--- src/rtl/fp_unit_arb_pkg.sv ---
// Shared constants, helper function and default-configuration types for the FP unit arbiter.
// The modules size their own storage from their parameters; these types describe the default build.
package fp_arb_wire;

  localparam int FP_ARB_RMW    = 3;
  localparam int FP_ARB_FFW    = 5;
  localparam int FP_ARB_NCH    = 2;
  localparam int FP_ARB_FLEN   = 32;
  localparam int FP_ARB_OPW    = 5;
  localparam int FP_ARB_RDEPTH = 4;

  function automatic int fp_arb_chw(input int nch);
    if (nch > 1) begin
      return $clog2(nch);
    end else begin
      return 1;
    end
  endfunction

  localparam int FP_ARB_CHW = fp_arb_chw(FP_ARB_NCH);
  localparam int FP_ARB_SLW = $clog2(FP_ARB_RDEPTH);

  typedef struct packed {
    logic [FP_ARB_OPW-1:0]  op;
    logic [FP_ARB_RMW-1:0]  rm;
    logic [FP_ARB_FLEN-1:0] a;
    logic [FP_ARB_FLEN-1:0] b;
    logic [FP_ARB_FLEN-1:0] c;
  } fp_arb_req_type;

  typedef struct packed {
    logic                   alloc;
    logic                   done;
    logic [FP_ARB_FLEN-1:0] res;
    logic [FP_ARB_FFW-1:0]  flags;
  } fp_arb_rob_entry_type;

  typedef struct packed {
    logic [FP_ARB_CHW-1:0] ch;
    logic [FP_ARB_SLW-1:0] slot;
  } fp_arb_tag_type;

endpackage

--- src/rtl/fp_unit_arb_rob.sv ---
// One channel's reorder buffer: allocates at issue, fills on completion, pops results in issue order.
module fp_arb_rob
  import fp_arb_wire::*;
#(
  parameter int FLEN   = 32,
  parameter int RDEPTH = 4,
  parameter int SLW    = $clog2(RDEPTH)
) (
  input  logic                  clock,
  input  logic                  reset,
  input  logic                  issue,
  output logic [SLW-1:0]        tail,
  output logic                  full,
  input  logic                  cpl,
  input  logic [SLW-1:0]        cpl_slot,
  input  logic [FLEN-1:0]       cpl_res,
  input  logic [FP_ARB_FFW-1:0] cpl_flags,
  output logic                  rsp_valid,
  input  logic                  rsp_ready,
  output logic [FLEN-1:0]       rsp_res,
  output logic [FP_ARB_FFW-1:0] rsp_flags
);

  typedef struct packed {
    logic                  alloc;
    logic                  done;
    logic [FLEN-1:0]       res;
    logic [FP_ARB_FFW-1:0] flags;
  } rob_entry_type;

  localparam logic [SLW:0] FULL_CNT = (SLW+1)'(RDEPTH);

  rob_entry_type  entry_r [RDEPTH];
  logic [SLW-1:0] head_r;
  logic [SLW-1:0] tail_r;
  logic [SLW:0]   count_r;
  logic           pop_s;

  assign rsp_valid = entry_r[head_r].done && !reset;
  assign rsp_res   = entry_r[head_r].res;
  assign rsp_flags = entry_r[head_r].flags;
  assign pop_s     = rsp_valid && rsp_ready;
  assign tail      = tail_r;
  assign full      = (count_r == FULL_CNT);

  // head/tail pointers wrap naturally because RDEPTH is a power of two
  always_ff @(posedge clock) begin
    if (reset) begin
      head_r  <= '0;
      tail_r  <= '0;
      count_r <= '0;
    end else begin
      if (issue) tail_r <= tail_r + 1'b1;
      else       tail_r <= tail_r;
      if (pop_s) head_r <= head_r + 1'b1;
      else       head_r <= head_r;
      case ({issue, pop_s})
        2'b10:   count_r <= count_r + 1'b1;
        2'b01:   count_r <= count_r - 1'b1;
        default: count_r <= count_r;
      endcase
    end
  end

  // entry state; a completion for an unallocated slot (stale after reset) is dropped
  always_ff @(posedge clock) begin
    if (reset) begin
      for (int k = 0; k < RDEPTH; k++) entry_r[k] <= '0;
    end else begin
      if (pop_s) entry_r[head_r] <= '0;
      if (cpl && entry_r[cpl_slot].alloc) begin
        entry_r[cpl_slot].done  <= 1'b1;
        entry_r[cpl_slot].res   <= cpl_res;
        entry_r[cpl_slot].flags <= cpl_flags;
      end
      if (issue) begin
        entry_r[tail_r].alloc <= 1'b1;
        entry_r[tail_r].done  <= 1'b0;
        entry_r[tail_r].res   <= '0;
        entry_r[tail_r].flags <= '0;
      end
    end
  end

endmodule

--- src/rtl/fp_unit_arb.sv ---
// Round-robin front end for the shared FP core with per-channel in-order result return.
// Optional FP_UNIT_ARB_FFLAGS_EN adds sticky per-channel accrued fflags with a clear input.
module fp_unit_arb
  import fp_arb_wire::*;
#(
  parameter int NCH    = 2,
  parameter int FLEN   = 32,
  parameter int OPW    = 5,
  parameter int RDEPTH = 4
) (
  input  logic                          clock,
  input  logic                          reset,
  input  logic [NCH-1:0]                req_valid,
  output logic [NCH-1:0]                req_ready,
  input  logic [NCH*OPW-1:0]            req_op,
  input  logic [NCH*FP_ARB_RMW-1:0]     req_rm,
  input  logic [NCH*FLEN-1:0]           req_a,
  input  logic [NCH*FLEN-1:0]           req_b,
  input  logic [NCH*FLEN-1:0]           req_c,
  output logic                          core_valid,
  input  logic                          core_ready,
  output logic [OPW-1:0]                core_op,
  output logic [FP_ARB_RMW-1:0]         core_rm,
  output logic [FLEN-1:0]               core_a,
  output logic [FLEN-1:0]               core_b,
  output logic [FLEN-1:0]               core_c,
  output logic [fp_arb_chw(NCH)+$clog2(RDEPTH)-1:0] core_tag,
  input  logic                          core_done,
  input  logic [fp_arb_chw(NCH)+$clog2(RDEPTH)-1:0] core_rtag,
  input  logic [FLEN-1:0]               core_res,
  input  logic [FP_ARB_FFW-1:0]         core_flags,
  output logic [NCH-1:0]                rsp_valid,
  input  logic [NCH-1:0]                rsp_ready,
  output logic [NCH*FLEN-1:0]           rsp_res,
  output logic [NCH*FP_ARB_FFW-1:0]     rsp_flags
`ifdef FP_UNIT_ARB_FFLAGS_EN
  ,
  output logic [NCH*FP_ARB_FFW-1:0]     fflags,
  input  logic [NCH-1:0]                fflags_clr
`endif
);

  localparam int CHW  = fp_arb_chw(NCH);
  localparam int SLW  = $clog2(RDEPTH);
  localparam int TAGW = CHW + SLW;

  logic [OPW-1:0]        op_s   [NCH];
  logic [FP_ARB_RMW-1:0] rm_s   [NCH];
  logic [FLEN-1:0]       a_s    [NCH];
  logic [FLEN-1:0]       b_s    [NCH];
  logic [FLEN-1:0]       c_s    [NCH];
  logic [SLW-1:0]        tail_s [NCH];
  logic [NCH-1:0]        full_s;
  logic [NCH-1:0]        eligible_s;
  logic [CHW-1:0]        gidx_s;
  logic                  found_s;
  logic                  issue_s;
  logic [CHW-1:0]        rr_ptr_r;
  logic [CHW-1:0]        cpl_ch_s;
  logic [SLW-1:0]        cpl_slot_s;
  int                    idx_s;

  assign cpl_ch_s   = core_rtag[TAGW-1:SLW];
  assign cpl_slot_s = core_rtag[SLW-1:0];

  // first eligible channel at or after rr_ptr, wrapping
  always_comb begin
    gidx_s  = '0;
    found_s = 1'b0;
    idx_s   = 0;
    for (int k = 0; k < NCH; k++) begin
      idx_s = int'(rr_ptr_r) + k;
      if (idx_s >= NCH) idx_s = idx_s - NCH;
      else              idx_s = idx_s;
      if (!found_s && eligible_s[idx_s]) begin
        found_s = 1'b1;
        gidx_s  = CHW'(idx_s);
      end else begin
        found_s = found_s;
        gidx_s  = gidx_s;
      end
    end
  end

  assign core_valid = found_s && !reset;
  assign issue_s    = core_valid && core_ready;
  assign core_op    = op_s[gidx_s];
  assign core_rm    = rm_s[gidx_s];
  assign core_a     = a_s[gidx_s];
  assign core_b     = b_s[gidx_s];
  assign core_c     = c_s[gidx_s];
  assign core_tag   = {gidx_s, tail_s[gidx_s]};

  // round-robin pointer moves past the granted channel only on an actual issue
  always_ff @(posedge clock) begin
    if (reset) begin
      rr_ptr_r <= '0;
    end else if (issue_s) begin
      if (int'(gidx_s) == NCH - 1) rr_ptr_r <= '0;
      else                         rr_ptr_r <= gidx_s + 1'b1;
    end else begin
      rr_ptr_r <= rr_ptr_r;
    end
  end

  for (genvar i = 0; i < NCH; i++) begin : g_ch
    assign op_s[i]       = req_op[i*OPW +: OPW];
    assign rm_s[i]       = req_rm[i*FP_ARB_RMW +: FP_ARB_RMW];
    assign a_s[i]        = req_a[i*FLEN +: FLEN];
    assign b_s[i]        = req_b[i*FLEN +: FLEN];
    assign c_s[i]        = req_c[i*FLEN +: FLEN];
    assign eligible_s[i] = req_valid[i] && !full_s[i];
    assign req_ready[i]  = issue_s && (gidx_s == CHW'(i));

    fp_arb_rob #(
      .FLEN   (FLEN),
      .RDEPTH (RDEPTH),
      .SLW    (SLW)
    ) u_rob (
      .clock     (clock),
      .reset     (reset),
      .issue     (issue_s && (gidx_s == CHW'(i))),
      .tail      (tail_s[i]),
      .full      (full_s[i]),
      .cpl       (core_done && (cpl_ch_s == CHW'(i))),
      .cpl_slot  (cpl_slot_s),
      .cpl_res   (core_res),
      .cpl_flags (core_flags),
      .rsp_valid (rsp_valid[i]),
      .rsp_ready (rsp_ready[i]),
      .rsp_res   (rsp_res[i*FLEN +: FLEN]),
      .rsp_flags (rsp_flags[i*FP_ARB_FFW +: FP_ARB_FFW])
    );
  end

`ifdef FP_UNIT_ARB_FFLAGS_EN
  logic [NCH-1:0] pop_s;
  assign pop_s = rsp_valid & rsp_ready;

  // sticky flags; a clear coinciding with a pop keeps only the popped flags
  always_ff @(posedge clock) begin
    if (reset) begin
      fflags <= '0;
    end else begin
      for (int i = 0; i < NCH; i++) begin
        if (pop_s[i] && fflags_clr[i])
          fflags[i*FP_ARB_FFW +: FP_ARB_FFW] <= rsp_flags[i*FP_ARB_FFW +: FP_ARB_FFW];
        else if (fflags_clr[i])
          fflags[i*FP_ARB_FFW +: FP_ARB_FFW] <= '0;
        else if (pop_s[i])
          fflags[i*FP_ARB_FFW +: FP_ARB_FFW] <= fflags[i*FP_ARB_FFW +: FP_ARB_FFW]
                                              | rsp_flags[i*FP_ARB_FFW +: FP_ARB_FFW];
        else
          fflags[i*FP_ARB_FFW +: FP_ARB_FFW] <= fflags[i*FP_ARB_FFW +: FP_ARB_FFW];
      end
    end
  end
`endif

endmodule

--- config.mk ---
export PLATFORM = sky130hd
export DESIGN_NAME = fp_unit_arb
export DESIGN_NICKNAME = d
export VERILOG_FILES = /design/src/rtl/fp_unit_arb_pkg.sv /design/src/rtl/fp_unit_arb_rob.sv /design/src/rtl/fp_unit_arb.sv
export SDC_FILE = /design/constraint.sdc
export NUM_CORES = 1
export LEC_CHECK = 0
export CAP_MARGIN = 20
export CELL_PAD_IN_SITES_DETAIL_PLACEMENT = 1
export CELL_PAD_IN_SITES_GLOBAL_PLACEMENT = 2
export CORE_MARGIN = 3
export CORE_UTILIZATION = 28
export CTS_BUF_LIST = sky130_fd_sc_hd__clkbuf_8
export CTS_CLUSTER_SIZE = 40
export DETAILED_ROUTE_END_ITERATION = 12
export PLACE_DENSITY = 0.78
export SLEW_MARGIN = 20
export SYNTH_ARGS = -nofsm -noshare
export SYNTH_HDL_FRONTEND = slang
export SYNTH_SLANG_ARGS = --single-unit
--- constraint.sdc ---
create_clock -name clock -period 3.4 [get_ports clock]
set_input_delay 0.68 -clock clock [delete_from_list [all_inputs] [get_ports clock]]
set_output_delay 0.68 -clock clock [all_outputs]
set_load 0.01 [all_outputs]
### Word-level counts from Yosys, hierarchy flattened

Memory sizes are Yosys's and may differ from the RTL's. A register that Yosys moved wholly into a read port is not among the register bits.
Cells that the tools add are included.

* bitwise logic cells: 3
* equal/unequal tests: 6
* magnitude comparators: 5
* reduce and logical (&&, ||, !) cells: 27
* shifts and indexed selects: 0
* $add $sub $neg: 12
* divide/modulo/power cells: 0
* mux-type cells: 75
* multiply operators: 0

Operators with widths (number)
* $mux W32: 11
* $mux W39: 6
* $reduce_or A39 Y1: 6
* $lt A32 B3 Y1 const B: 2
* $mux W1: 35
* $mux W2: 15
* $logic_and A1 B1 Y1: 15
* $mux W5: 3
* $pmux W3 S2: 2
* $mux W3: 3
* $add A2 B1 Y2 const B: 4
* $add A3 B1 Y3 const B: 2
* $eq A3 B3 Y1 const B: 2
* $sub A3 B1 Y3 const B: 2
* $eq A2 B1 Y1 const B: 2
* $eq A2 B2 Y1 const B: 2
* $ge A2 B2 Y1 const B: 2
* $logic_not A1 Y1: 4
* $reduce_bool A2 Y1: 2
* $sub A1 B2 Y3 const B: 1
* $sub A2 B2 Y3 const B: 1
* $add A1 B1 Y2 const B: 1
* $ge A1 B2 Y1 const B: 1
* $not A1 Y1: 2
* 2 further kinds: 2

* memory bits (writable): 312
* latch bits: 0
* bits in registers: 15
* ROM bits: 0
* word-level logic and storage cells: 137
* output and inout port bits: 186
* memories: 2
* bits of input ports: 256

Memories
* g_ch[0].u_rob.entry_r: words 4, width 39, read ports 2, clocked after Yosys merged registers in 1, write ports 4, RTL line fp_unit_arb_rob.sv:33 `rob_entry_type entry_r [RDEPTH];`
* g_ch[1].u_rob.entry_r: words 4, width 39, read ports 2, clocked after Yosys merged registers in 1, write ports 4, RTL line fp_unit_arb_rob.sv:33

### Depth between registers and ports, before layout

* word-level depth: 18
* depth in mapped cells: 12
* depth with buffers taken out: 10

### By module

From an unflattened synthesis, not the netlist that was laid out.

* cells, all modules: 1548
* area, all modules: 16698.5 um2

Modules (own cells, without submodules)
* fp_arb_rob (g_ch[0].u_rob): cells an instance 703, sequential area each 3303.2 um2, area each 8003.9 um2, times used 1
* fp_arb_rob (g_ch[1].u_rob): cells an instance 712, sequential area each 3303.2 um2, area each 7297.0 um2, times used 1
* fp_unit_arb: cells an instance 133, sequential area each 20.0 um2, area each 1397.6 um2, times used 1

### Least setup slack after synthesis

Ideal clock, no wire load.

* kind: input port to flip-flop
* start point: in reset
* end point: reg g_ch[1].u_rob.count_r[2]
* stages on the path: 10
* required time: 3.328 ns
* buffers on the path: 3
* setup time: 0.072 ns
* slack: 0.768 ns
* arrival time: 2.560 ns
* cell sequence: buf_2 > buf_1 > clkbuf_1 > nor2_1 > ha_1 > inv_1 > fa_1 > xor2_1 > or3_1 > a21oi_1

* elaborated cells on any way between the ends: 10
* those cells by class: eq/ne (2); mux (1); reduce/logical (7)

RTL lines
* start: declaration: RTL line fp_unit_arb.sv:12 `input logic reset,`
* $logic_not A1 Y1 (*): RTL line fp_unit_arb_rob.sv:39 `assign rsp_valid = entry_r[head_r].done && !reset;`
* $logic_and A1 B1 Y1 (*): RTL line fp_unit_arb_rob.sv:39
* $logic_and A1 B1 Y1 (*): RTL line fp_unit_arb_rob.sv:42 `assign pop_s = rsp_valid && rsp_ready;`
* net g_ch[1].u_rob.pop_s: RTL line fp_unit_arb_rob.sv:37 `logic pop_s;`
* $eq A2 B1 Y1 / $eq A2 B2 Y1 (equally long branches): RTL line fp_unit_arb_rob.sv:57 `case ({issue, pop_s})`
* $pmux W3 S2 / $reduce_bool A2 Y1 (equally long branches)
* end signal: assignment: RTL line fp_unit_arb_rob.sv:58 `2'b10: count_r <= count_r + 1'b1;`
* end signal: assignment: RTL line fp_unit_arb_rob.sv:59 `2'b01: count_r <= count_r - 1'b1;`
* end signal: assignment: RTL line fp_unit_arb_rob.sv:60 `default: count_r <= count_r;`
* end: declaration: RTL line fp_unit_arb_rob.sv:36 `logic [SLW:0] count_r;`

The timed path passes the listed nets; every way through them passes the cells marked *.
A chain may end at the register's enable or synchronous reset.

### Worst setup path in the final report

* start point: in req_valid[0]
* end point: out core_rm[0]

* cells in the longest elaborated chain, start to end: 12
* elaborated cells on any way between the ends: 16
* those cells by class: mux (12); bitwise (1); reduce/logical (3)

RTL lines
* start: declaration: RTL line fp_unit_arb.sv:13 `input logic [NCH-1:0] req_valid,`
* $logic_and A1 B1 Y1 (*): RTL line fp_unit_arb.sv:112 `assign eligible_s[i] = req_valid[i] && !full_s[i];`
* $mux W1 (not written as such) (3 in series): RTL line fp_unit_arb.sv:75 `if (!found_s && eligible_s[idx_s]) begin`
* $mux W1: RTL line fp_unit_arb.sv:75
* $logic_not A1 Y1: RTL line fp_unit_arb.sv:75
* $logic_and A1 B1 Y1: RTL line fp_unit_arb.sv:75
* $mux W1 (*): RTL line fp_unit_arb.sv:75
* $not A1 Y2 (not written as such) (*): RTL line fp_unit_arb.sv:88 `assign core_rm = rm_s[gidx_s];`
* $mux W3 (not written as such) (*) (3 in series): RTL line fp_unit_arb.sv:88
* end: declaration: RTL line fp_unit_arb.sv:23 `output logic [FP_ARB_RMW-1:0] core_rm,`

Mark *: on every way between the ends. The rest lies on a longest branch, timed or not. The select of a mux whose other input is x is not followed.

==> key figures <==
Outcome
  • Status: completed

Finish
  • Final Util: between 40 and 50%
  • Commonest cells after routing, fill and taps aside: 618 x nand2_1, 379 x clkdlybuf4s50_1, 327 x dfxtp_1
  • Layout area overhead: 42.06%
  • Proportion of layout cells with a drive suffix above 1: between 10% and 20%
  • Most common cell after layout, fill and taps aside: nand2_1
  • Nets: roughly 2600

Routing
  • Met3 WL: ~4.7 mm
  • DR WL/cell: ~23 um
  • Vias/cell: 5.196
  • Post-Route WL: ~74 mm
  • DRT Pass-1 Iters: 5
  • Routed via count: between 15000 and 20000
  • Antenna-violating nets left: 0
  • DR WL met2: ~39 mm
  • Drt drc: 0
  • Metal1 wirelength: ~29 mm
  • Top Metal Used: met5
  • 1st-iter DRT viols: about 800

Timing
  • Achievable frequency: around 300 MHz
  • Relative slew slack: ~45%
  • Hold Worst Slack: between 300 and 400 ps
  • RSZ-0062 raised after global routing: yes
  • Fin Setup TNS: 0 ps
  • Slew Viols, Final: 0
  • Tmin final: around 3300 ps
  • Final Skew: 21.17 ps
  • Worst-Margin Slew: between 800 and 900 ps
  • Final setup viols: 0
  • Endpoints failing hold: 0
  • Post-route setup slack: between 70 and 80 ps
  • Period Utilization, post-route: a little over nine tenths

CTS
  • Later-pin clock latency in the skew report: roughly 630 ps
  • CTS tree: built
  • TritonCTS Buffers: 56
  • Max clock buf depth: 3
  • H-tree depth: 2
  • Root buffer cell: clkbuf_8
  • Worst-path clk slew: approximately 60 ps
  • Sink Count: approximately 330

Yosys
  • Cells after Synth: 2000
  • Yosys Warn Count: 0
  • Yosys cell types: 50
  • Syn_nets: about 2300
  • Primary FF master, synth: dfxtp_1
  • Number of synthesized flops with an enable pin: 0
  • Post-Syn Area per Cell: approximately 8.0 um^2
  • #FFs+latches synth: ~330
  • Synthesized area: 16040 um^2
  • Sequential share of the synthesized area: about two fifths
  • Synth async-reset ratio: 0%

Power and ir drop
  • Power density cells: about 410 nW/um^2
  • Power Total: a little over 9 mW
  • Max IR drop VDD: about 250 uV
  • Static Leak: 8.746 nW

Setup path
  • Critical path arrival: around 2600 ps
  • R2R Path Start: g_ch[1].u_rob.count_r[2]$_SDFFE_PP0P_
  • Crit path kind: input pin to output pin
  • Crit. Startpoint: req_valid[0]
  • Critical path peak fanout: 30
  • Startpoint Class: input pin
  • Critical path required time: roughly 2700 ps
  • Worst Setup End Kind: output pin

Placement
  • DP HPWL: between 50 and 60 mm
  • DP Worst Slack: -13.07 ps
  • Gpl congestion: ~0.83
  • I/O Buffers: around 440

Global routing
  • Initial antenna violation count: 11
  • Total grt overflow: 0
  • Largest net degree at the start of global routing: 40
  • First-pass GRT wire length: around 110 mm
  • Total GRT Usage: a little under a quarter
  • Number of global-route vias before repair: about 18000

Floorplan
  • Initial core utilization: about 28%
  • Die H: 245.3 um
  • Core area: about 56000 um^2
  • DIE AREA: between 60000 and 70000 um^2
  • Number of cell rows: 87
  • Chip width: roughly 250 um
  • I/O pin cnt: ~440

Min path
  • Worst hold path class: input pin to flip-flop
  • HP Start: reset

Job
  • Max-cap violations: 0
logic make-up after synthesis:
family	after synthesis	synth area share, %
AO/OA/AOI/OAI	343	12.30
AND/OR/NAND/NOR	1001	27.66
adder cells (fa/ha/maj)	12	1.030
buffers and inverters	230	6.607
XOR/XNOR	5	0.2730
multiplexers	78	10.81
flip-flops	331	41.31
worst max-delay path, cell delays in order:
cell	delay (ps)
clkdlybuf4s50_1	480
nand2b_1	100
o211ai_4	340
buf_12	240
nand2_1	100
nand2_1	80
clkdlybuf4s50_1	600
cell type report:
class,instances,area [um^2]
fill,6606,33710
multi-input combinational,1439,8467
sequential,331,6636
timing repair buffer,510,5309
clock buffer,80,1101
tap,756,945.9
clock inverter,23,239.0
inverter,18,72.57
antenna,6,15.01
through the flow:
step	std cells	area, um^2
global route	3163	22790
finish	3163	22790
global placement	3054	21300
CTS	3157	22640
detailed placement	3054	21300
floorplan	2000	16040
timing repair:
item / 4_1_cts / 5_1_grt
hold buffers: 0 / 0
resized for setup: 21 / 49
endpoints found under the setup margin: 106 / 62
buffers inserted: 0 / 0
hold endpoints to repair: 0 / 0
synthesized netlist by cell type, types with 3 or more instances:
| library cell | number | area share (%) |
|---|---|---|
| and4_1 | 3 | 0.16 |
| nand3_2 | 26 | 1.6 |
| a21boi_1 | 8 | 0.37 |
| and2_1 | 5 | 0.20 |
| a21oi_1 | 267 | 8.3 |
| a21o_1 | 5 | 0.23 |
| clkbuf_1 | 95 | 2.2 |
| buf_6 | 6 | 0.42 |
| inv_1 | 17 | 0.40 |
| nor2b_1 | 7 | 0.27 |
| buf_2 | 53 | 1.7 |
| mux4_2 | 76 | 11 |
| nand2_1 | 618 | 14 |
| a21oi_2 | 10 | 0.55 |
| buf_1 | 38 | 0.89 |
| dfxtp_1 | 331 | 41 |
| o21ai_0 | 7 | 0.22 |
| and3_1 | 14 | 0.55 |
| nand4_1 | 4 | 0.16 |
| a41oi_2 | 4 | 0.41 |
| nand3_1 | 284 | 8.9 |
| ha_1 | 10 | 0.78 |
| nor3b_1 | 4 | 0.19 |
| buf_4 | 16 | 0.75 |
| a221oi_2 | 3 | 0.28 |
| nor2_1 | 23 | 0.54 |
| a21boi_0 | 29 | 1.4 |
| xor2_1 | 5 | 0.27 |
worst paths after layout:
kind	to	slack, ps	depth (start not counted)
max	core_rm[0]	80	7
min	g_ch[0].u_rob.tail[1]$_SDFFE_PP0P_	320	2
max reg2reg	g_ch[1].u_rob.count_r[2]$_SDFFE_PP0P_	670	11
min reg2reg	g_ch[0].u_rob.entry_r[1][18]$_SDFFE_PP0P_	460	2
layer usage:
layer | vias to the layer above | global-route usage (%)
met1 | 8238 | 27.16
li1 | 7525 | -
met2 | 557 | 44.79
met5 | - | 0
met3 | 114 | 4.765
met4 | 2 | 6.443
power by group:
part           internal [mW]  switching (mW)  leakage (nW)
combinational          0.575           0.566          5.36
clock                   2.46            1.74         0.715
sequential              3.89          0.0128          2.67
flip-flops by register name, summed over array words and instances (netlist names), named ones only:
| register | count |
|---|---|
| g_ch.u_rob.tail | 4 |
| g_ch.u_rob.head_r | 4 |
| rr_ptr_r | 1 |
| g_ch.u_rob.entry_r | 312 |
| g_ch.u_rob.count_r | 6 |
Power figures use the tool's default switching activity.
